===== src/rtl/backend_pkg.sv =====
// Shared types for the serial configuration port: frame FSM states, status codes
// and the frame-length helper.
package backend_pkg;

    // S_CMD is folded into the IDLE edge that samples RW, so the FSM never rests in it.
    typedef enum logic [2:0] {
        S_IDLE,
        S_CMD,
        S_ADDR,
        S_DATA,
        S_PAR,
        S_HOLD
    } state_e;

    typedef enum logic [1:0] {
        ST_NONE = 2'b00,
        ST_OK   = 2'b01,
        ST_PAR  = 2'b10,
        ST_REJ  = 2'b11
    } status_e;

    function automatic int frame_len(input int addr_w, input int data_w);
        return 2 + addr_w + data_w;
    endfunction

    localparam int FRAME_LEN = frame_len(3, 8);

endpackage


===== src/rtl/cfg_regfile.sv =====
// NREG x DATA_W configuration register file with a single write port, a reset image
// and the write-protect lock held in bit 0 of the last register.
module cfg_regfile
    import backend_pkg::*;
#(
    parameter int                       ADDR_W    = 3,
    parameter int                       DATA_W    = 8,
    parameter int                       NREG      = 8,
    parameter logic [NREG*DATA_W-1:0]   RESET_VAL = '0,
    parameter bit                       WP_EN     = 1'b1
) (
    input  logic                    i_sclk,
    input  logic                    i_resetbAll,
    input  logic                    i_we,
    input  logic [ADDR_W-1:0]       i_addr,
    input  logic [DATA_W-1:0]       i_wdata,
    output logic                    o_locked,
    output logic [NREG*DATA_W-1:0]  o_cfg
);

    logic [NREG*DATA_W-1:0] cfg_q, cfg_d;
    logic                   lock_bit;

    always_comb begin
        cfg_d = cfg_q;
        if (i_we) begin
            for (int k = 0; k < NREG; k++) begin
                if (i_addr == ADDR_W'(k)) cfg_d[k*DATA_W +: DATA_W] = i_wdata;
            end
        end
    end

    // The lock register itself stays writable so software can always release the lock.
    assign lock_bit = WP_EN && cfg_q[(NREG-1)*DATA_W];
    assign o_locked = lock_bit && (i_addr != ADDR_W'(NREG-1));

    // NOTE: this bank is reset on purpose: the analog backend must see a defined
    // configuration straight out of reset, so the storage is flops, not a RAM.
    always_ff @(posedge i_sclk or negedge i_resetbAll) begin
        if (!i_resetbAll) cfg_q <= RESET_VAL;
        else              cfg_q <= cfg_d;
    end

    assign o_cfg = cfg_q;

endmodule


===== src/rtl/serial_cfg_regbank.sv =====
// Serial configuration port: frame FSM, address/data shifters, parity check and
// read-back serialiser in front of cfg_regfile; commits are flagged by a toggle.
module serial_cfg_regbank
    import backend_pkg::*;
#(
    parameter int                       ADDR_W    = 3,
    parameter int                       DATA_W    = 8,
    parameter int                       NREG      = 8,
    parameter logic [NREG*DATA_W-1:0]   RESET_VAL = '0,
    parameter bit                       WP_EN     = 1'b1
) (
    input  logic                    i_sclk,
    input  logic                    i_resetbAll,
    input  logic                    i_sen,
    input  logic                    i_sdin,
    output logic                    o_sdout,
    output logic [NREG*DATA_W-1:0]  o_cfg,
    output logic                    o_wr_toggle,
    output logic [ADDR_W-1:0]       o_wr_addr,
    output logic [1:0]              o_status,
    output logic [3:0]              o_err_cnt,
    output logic                    o_busy
);

    localparam int CNT_W = $clog2(frame_len(ADDR_W, DATA_W));

    state_e             state_q, state_d;
    logic [CNT_W-1:0]   cnt_q, cnt_d;
    logic               rw_q, rw_d;
    logic               par_q, par_d;
    logic [ADDR_W-1:0]  addr_sh_q, addr_sh_d;
    logic [DATA_W-1:0]  data_sh_q, data_sh_d;
    logic [DATA_W-1:0]  rd_sh_q, rd_sh_d;
    logic               rd_par_q, rd_par_d;
    logic               sdout_q, sdout_d;
    logic               wr_toggle_q, wr_toggle_d;
    logic [ADDR_W-1:0]  wr_addr_q, wr_addr_d;
    status_e            status_q, status_d;
    logic [3:0]         err_cnt_q, err_cnt_d;
    logic               busy_q, busy_d;

    logic [ADDR_W-1:0]      addr_nxt;
    logic [DATA_W-1:0]      data_nxt;
    logic [DATA_W-1:0]      rd_val;
    logic                   frame_par;
    logic                   addr_ok;
    logic                   we;
    logic                   err;
    logic                   wr_locked;
    logic [NREG*DATA_W-1:0] cfg;

    cfg_regfile #(
        .ADDR_W    (ADDR_W),
        .DATA_W    (DATA_W),
        .NREG      (NREG),
        .RESET_VAL (RESET_VAL),
        .WP_EN     (WP_EN)
    ) u_regfile (
        .i_sclk      (i_sclk),
        .i_resetbAll (i_resetbAll),
        .i_we        (we),
        .i_addr      (addr_sh_q),
        .i_wdata     (data_sh_q),
        .o_locked    (wr_locked),
        .o_cfg       (cfg)
    );

    // Read-back source is selected with the address including the bit arriving now.
    always_comb begin
        rd_val = '0;
        for (int k = 0; k < NREG; k++) begin
            if (addr_nxt == ADDR_W'(k)) rd_val = cfg[k*DATA_W +: DATA_W];
        end
    end

    // NOTE: combinational next-state logic uses blocking '=' and assigns a default
    // to every output first, so no path through the case can infer a latch.
    always_comb begin
        addr_nxt  = ADDR_W'({addr_sh_q, i_sdin});
        data_nxt  = DATA_W'({data_sh_q, i_sdin});
        frame_par = par_q ^ i_sdin;
        addr_ok   = int'(addr_sh_q) < NREG;

        state_d     = state_q;
        cnt_d       = cnt_q;
        rw_d        = rw_q;
        par_d       = par_q;
        addr_sh_d   = addr_sh_q;
        data_sh_d   = data_sh_q;
        rd_sh_d     = rd_sh_q;
        rd_par_d    = rd_par_q;
        sdout_d     = 1'b0;
        wr_toggle_d = wr_toggle_q;
        wr_addr_d   = wr_addr_q;
        status_d    = status_q;
        err_cnt_d   = err_cnt_q;
        we          = 1'b0;
        err         = 1'b0;

        case (state_q)
            S_IDLE: begin
                if (i_sen) begin
                    rw_d    = i_sdin;
                    par_d   = i_sdin;
                    cnt_d   = '0;
                    state_d = S_ADDR;
                end
            end
            S_ADDR, S_DATA, S_PAR: begin
                if (!i_sen) begin
                    status_d = ST_REJ;
                    err      = 1'b1;
                    state_d  = S_IDLE;
                end else if (state_q == S_ADDR) begin
                    addr_sh_d = addr_nxt;
                    par_d     = frame_par;
                    cnt_d     = cnt_q + CNT_W'(1);
                    if (cnt_q == CNT_W'(ADDR_W-1)) begin
                        cnt_d   = '0;
                        state_d = S_DATA;
                        if (!rw_q) begin
                            rd_sh_d  = rd_val;
                            rd_par_d = ^rd_val;
                            sdout_d  = rd_val[DATA_W-1];
                        end
                    end
                end else if (state_q == S_DATA) begin
                    data_sh_d = data_nxt;
                    par_d     = frame_par;
                    cnt_d     = cnt_q + CNT_W'(1);
                    if (!rw_q) begin
                        rd_sh_d = rd_sh_q << 1;
                        sdout_d = rd_sh_d[DATA_W-1];
                    end
                    if (cnt_q == CNT_W'(DATA_W-1)) state_d = S_PAR;
                end else begin
                    state_d = S_HOLD;
                    if (!rw_q) sdout_d = rd_par_q;
                    if (frame_par) begin
                        status_d = ST_PAR;
                        err      = 1'b1;
                    end else if (!addr_ok || (rw_q && wr_locked)) begin
                        status_d = ST_REJ;
                        err      = 1'b1;
                    end else begin
                        status_d = ST_OK;
                        if (rw_q) begin
                            we          = 1'b1;
                            wr_toggle_d = ~wr_toggle_q;
                            wr_addr_d   = addr_sh_q;
                        end
                    end
                end
            end
            S_HOLD: begin
                if (!i_sen) state_d = S_IDLE;
            end
            default: state_d = S_IDLE;
        endcase

        if (err && (err_cnt_q != 4'hF)) err_cnt_d = err_cnt_q + 4'd1;
        busy_d = (state_d == S_ADDR) || (state_d == S_DATA) || (state_d == S_PAR);
    end

    always_ff @(posedge i_sclk or negedge i_resetbAll) begin
        if (!i_resetbAll) begin
            state_q     <= S_IDLE;
            cnt_q       <= '0;
            rw_q        <= 1'b0;
            par_q       <= 1'b0;
            addr_sh_q   <= '0;
            data_sh_q   <= '0;
            rd_sh_q     <= '0;
            rd_par_q    <= 1'b0;
            sdout_q     <= 1'b0;
            wr_toggle_q <= 1'b0;
            wr_addr_q   <= '0;
            status_q    <= ST_NONE;
            err_cnt_q   <= '0;
            busy_q      <= 1'b0;
        end else begin
            state_q     <= state_d;
            cnt_q       <= cnt_d;
            rw_q        <= rw_d;
            par_q       <= par_d;
            addr_sh_q   <= addr_sh_d;
            data_sh_q   <= data_sh_d;
            rd_sh_q     <= rd_sh_d;
            rd_par_q    <= rd_par_d;
            sdout_q     <= sdout_d;
            wr_toggle_q <= wr_toggle_d;
            wr_addr_q   <= wr_addr_d;
            status_q    <= status_d;
            err_cnt_q   <= err_cnt_d;
            busy_q      <= busy_d;
        end
    end

    assign o_sdout     = sdout_q;
    assign o_cfg       = cfg;
    assign o_wr_toggle = wr_toggle_q;
    assign o_wr_addr   = wr_addr_q;
    assign o_status    = status_q;
    assign o_err_cnt   = err_cnt_q;
    assign o_busy      = busy_q;

endmodule


===== config.mk =====
export PLATFORM = sky130hd
export DESIGN_NAME = serial_cfg_regbank
export DESIGN_NICKNAME = d
export VERILOG_FILES = /design/src/rtl/backend_pkg.sv /design/src/rtl/cfg_regfile.sv /design/src/rtl/serial_cfg_regbank.sv
export SDC_FILE = /design/constraint.sdc
export NUM_CORES = 1
export LEC_CHECK = 0
export CAP_MARGIN = 20
export CORE_ASPECT_RATIO = 0.75
export CORE_UTILIZATION = 60
export CTS_BUF_LIST = sky130_fd_sc_hd__clkbuf_4 sky130_fd_sc_hd__clkbuf_8
export DETAILED_ROUTE_END_ITERATION = 8
export HOLD_SLACK_MARGIN = 0.15
export PLACE_DENSITY = 0.85
export SLEW_MARGIN = 20
export SYNTH_ARGS = -nofsm -noshare
export SYNTH_HDL_FRONTEND = slang
export SYNTH_SLANG_ARGS = --single-unit

===== constraint.sdc =====
create_clock -name i_sclk -period 5.2 [get_ports i_sclk]
set_input_delay 1.04 -clock i_sclk [delete_from_list [all_inputs] [get_ports i_sclk]]
set_output_delay 1.04 -clock i_sclk [all_outputs]
set_load 0.05 [all_outputs]

==> flow_summary.toml <==
[timing]
finalCriticalPeriod_ps = 3881
fmax_ghz = 0.2577
skew_ps = 15.02
setup_tns_ps = 0
worstMarginPinSlew_ps = 1124
slew_headroom_pct = 25.05
rsz0062_at_grt = "false"
setup_viol = 0
drv_slew = 0
period_share_pct = 74.64
hold_violations = 0
whs_ps = 474.3

[worst_setup_path]
cp-end-kind = "register"
worstSetupStartpointType = "primary input"
critical_path_arrival_ps = 4160
critPathMaxFanout = 14
cp.required_ps = 5480
timing_worst_setup_path_type = "in2reg"

[synthesis]
ys_types = 45
yosysMostFrequentCell = "dfrtp_1"
synth_top_cells_by_area = "dfrtp_1 53%, mux2_2 18%, mux4_1 5.9%"
yosysWarnings = 0
ys_dominant_reg_cell = "dfrtp_1"
synth_seq_cells = 104
ys_top_cells_by_count = "104 x dfrtp_1, 78 x mux2_2, 28 x nand2_1"
synth_seq_area_share_pct = 53.35
syn_inst = 364
synth.avg_cell_area_um2 = 13.40
syn-cell-area_um2 = 4878
synth_nets = 371
synthArstFlopShare_pct = 100.0
yosys.area.top_type = "dfrtp_1"
synth_edf_count = 0
synth_top_area_share_pct = 53.35

[cts]
clock_sinks = 104
cts_resized = 0
cts_tree = "built"
cts_root_buf = "clkbuf_8"
clkTransAtPathRegs_ps = 100
insertion_delay_ps = 380
htree_levels = 3
postCtsSetupRepairBufs = 0
cts_hold_buf = 0
clock_path_buffers = 2
numCtsBuffers = 9

[outcome]
status = "complete, no violations"

[pwr]
ir_worst_vdd_uv = 190.2
p_per_area_nw_per_um2 = 302.2
fin_total_pwr_mw = 1.788
cellLeakagePower_nw = 2.726

[grt]
grt_pass1_wl_um = 18310
grt_pass1_vias = 3416
grt_antenna_before_repair = 0
grt_usage_pct = 29.54
grt-ovfl-total = 0
grt_max_degree = 68

[placed_design]
dp_hpwl_um = 7799
place_inst = 529
portBuffers = 79
place_congestion = 0.8223

[finish]
drive_above_1_share_pct = 24.55
postLayoutCoreUtil_pct = 75.06
final_cells = 545
fin_nets = 442
area_growth_pct = 21.29
insertedDiodeCount = 0

[worst_hold_path]
hold_path.class = "reg2reg"

[floorplan]
rows = 28
core-area_um2 = 7883
die_area_um2 = 8499
io_pins = 80
fp.dieW_um = 106.1
start_util_pct = 61.89
die_h_um = 80.09

[drt]
firstDrtPassIters = 5
drtIter0Drc = 188
vias_per_cell = 6.105
detail_route.wl_per_cell_um = 21.15
antenna_left = 0
drc = 0
wirelength_um = 11530
num_vias = 3327

[flow_run]
max_cap_violations = 0
==> layout make-up <==
| type | count | area (um^2) |
|---|---|---|
| clock buffers | 9 | 123.9 |
| clock inverters | 7 | 76.32 |
| fillers | 522 | 1966 |
| inverters | 7 | 26.28 |
| multi-input cells | 230 | 2138 |
| flip-flops and latches | 104 | 2603 |
| well taps | 105 | 131.4 |
| repair buffers | 83 | 818.3 |
==> cell usage in the layout (no fill, tap or decap), types with 3 or more instances in the layout <==
cell / n
o21ai_0: 22
a21oi_1: 5
o211ai_1: 3
dfrtp_1: 104
nand2_1: 28
clkbuf_8: 9
buf_4: 5
nand3b_1: 4
nor2b_1: 4
mux4_1: 11
xnor2_1: 8
ha_1: 3
clkdlybuf4s50_1: 78
inv_1: 7
nand3_1: 8
mux2_2: 78
mux2i_1: 11
nor2_1: 11
==> power breakdown <==
group          internal, mW  switching (mW)  leakage [nW]
sequential            0.869          0.0930          1.41
combinational         0.120           0.189          1.21
clock                 0.228           0.290         0.102
==> path summary, 6_finish.rpt <==
kind                                               start                               to  slack, ps  cells past startpoint
worst max-delay path                              i_sdin             rd_par_q$_DFFE_PN0P_       1320                      7
worst min-delay path             o_wr_toggle$_DFFE_PN0P_          o_wr_toggle$_DFFE_PN0P_        470                      1
worst max register to register  addr_sh_q[1]$_DFFE_PN0P_  u_regfile.o_cfg[37]$_DFFE_PN0P_       1970                      5
worst min register to register   o_wr_toggle$_DFFE_PN0P_          o_wr_toggle$_DFFE_PN0P_        470                      1
max in group asynchronous                    i_resetbAll                 rw_q$_DFFE_PN0P_       3450                      2
min in group asynchronous                    i_resetbAll         o_err_cnt[1]$_DFFE_PN0P_        750                      1
==> metal layers <==
layer | up-vias | GRT usage [%] | part of all wire, %
met5 | - | 0 | 0
met4 | 0 | 11.94 | 2.2
met3 | 23 | 8.604 | 7.9
met2 | 131 | 44.94 | 47
met1 | 1713 | 40.21 | 43
li1 | 1460 | - | -
==> per-stage QoR <==
| stage | cell area, um^2 | worst slack (ps) |
|---|---|---|
| 3_5_place_dp | 5717 | 969.3 |
| 2_1_floorplan | 4878 | 2284 |
| 6_report | 5917 | 1319 |
| 3_3_place_gp | 5717 | 1027 |
| 5_1_grt | 5917 | 1203 |
| 4_1_cts | 5917 | 1359 |
==> kinds of logic after synthesis <==
logic type	synth area share, %
flops	53.35
mux	27.39
simple gates	8.387
compound gates	5.027
buf+inv	2.821
xor+xnor	2.257
fa+ha+maj	0.7695
==> worst max-delay path: stages <==
cell	delay (ps)
clkdlybuf4s50_1	1070
mux4_1	650
mux2i_1	360
xor2_1	250
xnor2_1	170
xnor3_1	340
mux2_2	260
==> flip-flops by register name (all words and copies together) (netlist names), 2 cells and up <==
signal	cells
cnt_q	4
data_sh_q	8
rd_sh_q	7
o_wr_addr	3
o_err_cnt	4
addr_sh_q	3
state_q	3
u_regfile.o_cfg	64
o_status	2
No activity file was read; power rests on OpenSTA's default activity.
==> edit: new RTL, same flow settings <==
`WP_EN` is set to 1'b1 in 2 places; all go to 1'b0.
--- a/src/rtl/cfg_regfile.sv
+++ b/src/rtl/cfg_regfile.sv
@@ -7,7 +7,7 @@
     parameter int                       DATA_W    = 8,
     parameter int                       NREG      = 8,
     parameter logic [NREG*DATA_W-1:0]   RESET_VAL = '0,
-    parameter bit                       WP_EN     = 1'b1
+    parameter bit                       WP_EN     = 1'b0
 ) (
     input  logic                    i_sclk,
     input  logic                    i_resetbAll,
--- a/src/rtl/serial_cfg_regbank.sv
+++ b/src/rtl/serial_cfg_regbank.sv
@@ -7,7 +7,7 @@
     parameter int                       DATA_W    = 8,
     parameter int                       NREG      = 8,
     parameter logic [NREG*DATA_W-1:0]   RESET_VAL = '0,
-    parameter bit                       WP_EN     = 1'b1
+    parameter bit                       WP_EN     = 1'b0
 ) (
     input  logic                    i_sclk,
     input  logic                    i_resetbAll,
Formal check against the unedited RTL: no difference found for any inputs over 10 cycles, from zero or initial values and one cycle with i_resetbAll low; that may be too few to reach the edited logic, so the function may still have changed.
==> edit against the unedited design <==
- non-clock buffer count grew 1
- via count shrank 2.1%
- design area shrank 1.4%
- sequential cell count is the same
- total power shrank 4.7%
- synthesized area shrank 1.9%
- largest power group unchanged
- routed wire length shrank 3.1%
- setup slack gained 0.13 ns
- largest cell class unchanged
==> edit: results (changes against the unedited design) <==
Drt
  – Drt initial violations: 187 (-0.53%)
  – DR vias: 3256 (-2.1%)
  – TritonRoute pass-1 iters: 4 (-1)
  – Wire length after detailed routing: 11.2 mm (-3.1%)

Synthesis
  – Post-synthesis net count: 370 (-0.27%)
  – Post-synth cell types: 48 (+6.7%)
  – Post-synth EDFFs: 0 (unchanged)
  – Mapped Avg Cell Area: 13.2 um^2 (-1.7%)
  – Top cells by instance count after synthesis: dfrtp_1 (104), mux2_1 (63), nand2_1 (32)
  – Sequential share of the synthesized area: 0.544 (+0.0106)
  – Synth area leaders: dfrtp_1 (54%), mux2_1 (15%), mux2_2 (3.3%), mux4_2 (3.3%), mux4_1 (2.7%)

Global routing
  – Met3 usage: 0.0698 (-0.0163)
  – Largest net degree at the start of global routing: 72 (+5.9%)
  – GRT Total Usage: 0.298 (+0.00246)
  – M1 GR Usage: 0.435 (+0.0327)
  – Met2 Use GR: 0.440 (-0.00962)
  – Vias in the first global route: 3232 (-5.4%)
  – First-pass GRT wire length: 18.1 mm (-1.1%)
  – Initial antenna violation count: 0 (unchanged)

Worst setup path
  – R2R Path Start: addr_sh_q[1]$_DFFE_PN0P_
  – FF-to-FF setup slack: 2.35 ns (+0.38 ns)
  – Largest fanout on the critical path: 15 (+1)
  – Crit-path leading delay family: buffers and inverters
  – Crit path largest cell delay: 1.01 ns (-0.06 ns)
  – End of the worst register-to-register path: rd_par_q$_DFFE_PN0P_
  – WP data arrival: 4.03 ns (-0.13 ns)
  – Reg2Reg Depth: 6 (+1)

Cells and area
  – N_diodes: 0 (unchanged)
  – Fill cell total of the finished layout: 474 (-9.2%)
  – Layout cells sized above 1: 0.122 (-0.124)
  – Nets: 445 (+0.68%)

Worst hold path
  – Hold-critical path depth: 1 (unchanged)
  – Hold_sp: o_wr_toggle$_DFFE_PN0P_
  – Hold Path Class: flip-flop to flip-flop

Place
  – DPL Wire Length: 7.62 mm (-2.3%)
  – RD Place Congestion: 0.833 (+1.3%)
  – Setup WS pre-CTS: 1.03 ns (+0.0632 ns)
  – Port Buffer Count: 79 (unchanged)

Pwr
  – Clock power share: 0.282 (-0.007)
  – VDD IR max: 0.000207 V (+9.0%)
  – LEAKAGE: 2.74 nW (+0.57%)
  – Psw: 0.527 mW (-7.7%)

Timing
  – Tightest hold margin: 0.476 ns (+0.00145 ns)
  – Post-Route Skew: 0.0187 ns (+0.00364 ns)
  – Slew HR: 0.317 (+0.0664)

Clock tree
  – CTS Root Cell: clkbuf_8
  – TritonCTS Buffers: 9 (unchanged)
  – Clock latency on the worst-skew pair: 0.38 ns (about the same)

Outcome
  – Status: complete, no violations
edit: cells by family after synthesis:
| logic type | Yosys count | share of synthesized area |
|---|---|---|
| DFF | 104 | 0.544 |
| adders and majority gates | 3 | 0.00785 |
| xor gates and xnor gates | 11 | 0.0246 |
| and+or+nand+nor | 74 | 0.0790 |
| AOI/OAI and AO/OA | 46 | 0.0575 |
| muxes | 99 | 0.263 |
| buffers and inverters | 26 | 0.0235 |
edit: worst register-to-register path: cells and delay by family, from the launching register on:
family	cells	cell delay [ns]
XOR/XNOR	3	0.71
flip-flops	1	1.04
multiplexers	3	1.02
edit: final cells by class:
| cell class | count | share of cell area |
|---|---|---|
| flip-flops and latches | 104 | 0.446 |
| multi-input cells | 233 | 0.354 |
| repair buffers | 84 | 0.142 |
| clock buffers | 11 | 0.0259 |
| well taps | 101 | 0.0217 |
| clock inverters | 5 | 0.00665 |
| inverters | 6 | 0.00386 |
edit: worst max path at each step:
stage	depth (start not counted)	endpoint	startpoint	slack, ns
after floorplan	8	rd_par_q$_DFFE_PN0P_	i_sdin	2.24
after global placement	8	rd_par_q$_DFFE_PN0P_	i_sdin	1.14
after detailed placement	8	rd_par_q$_DFFE_PN0P_	i_sdin	1.03
after CTS	8	rd_par_q$_DFFE_PN0P_	i_sdin	1.44
after global routing	8	rd_par_q$_DFFE_PN0P_	i_sdin	1.31
final	8	rd_par_q$_DFFE_PN0P_	i_sdin	1.45
edit: metal layers:
layer  part of all wire  up-vias
met5                  0        -
met4              0.019        0
met3              0.071       18
met2               0.46      112
met1               0.45     1669
li1                   -     1457
edit: power by group through the flow:
stage                     Combinational, mW  Sequential [mW]  Clock, mW
after floorplan                       0.175            0.969          0
after global placement                0.268            0.959          0
after detailed placement              0.276            0.963          0
after CTS                             0.277            0.947      0.487
after global routing                  0.301            0.960      0.522
final                                 0.275            0.949      0.480
edit: through the flow:
step | cell area (um^2) | util | cells
after floorplan | 4780 | - | 363
after global placement | 5650 | 0.749 | 528
after detailed placement | 5650 | 0.749 | 528
after CTS | 5840 | 0.775 | 544
after global routing | 5840 | 0.775 | 544
final | 5840 | 0.775 | 544
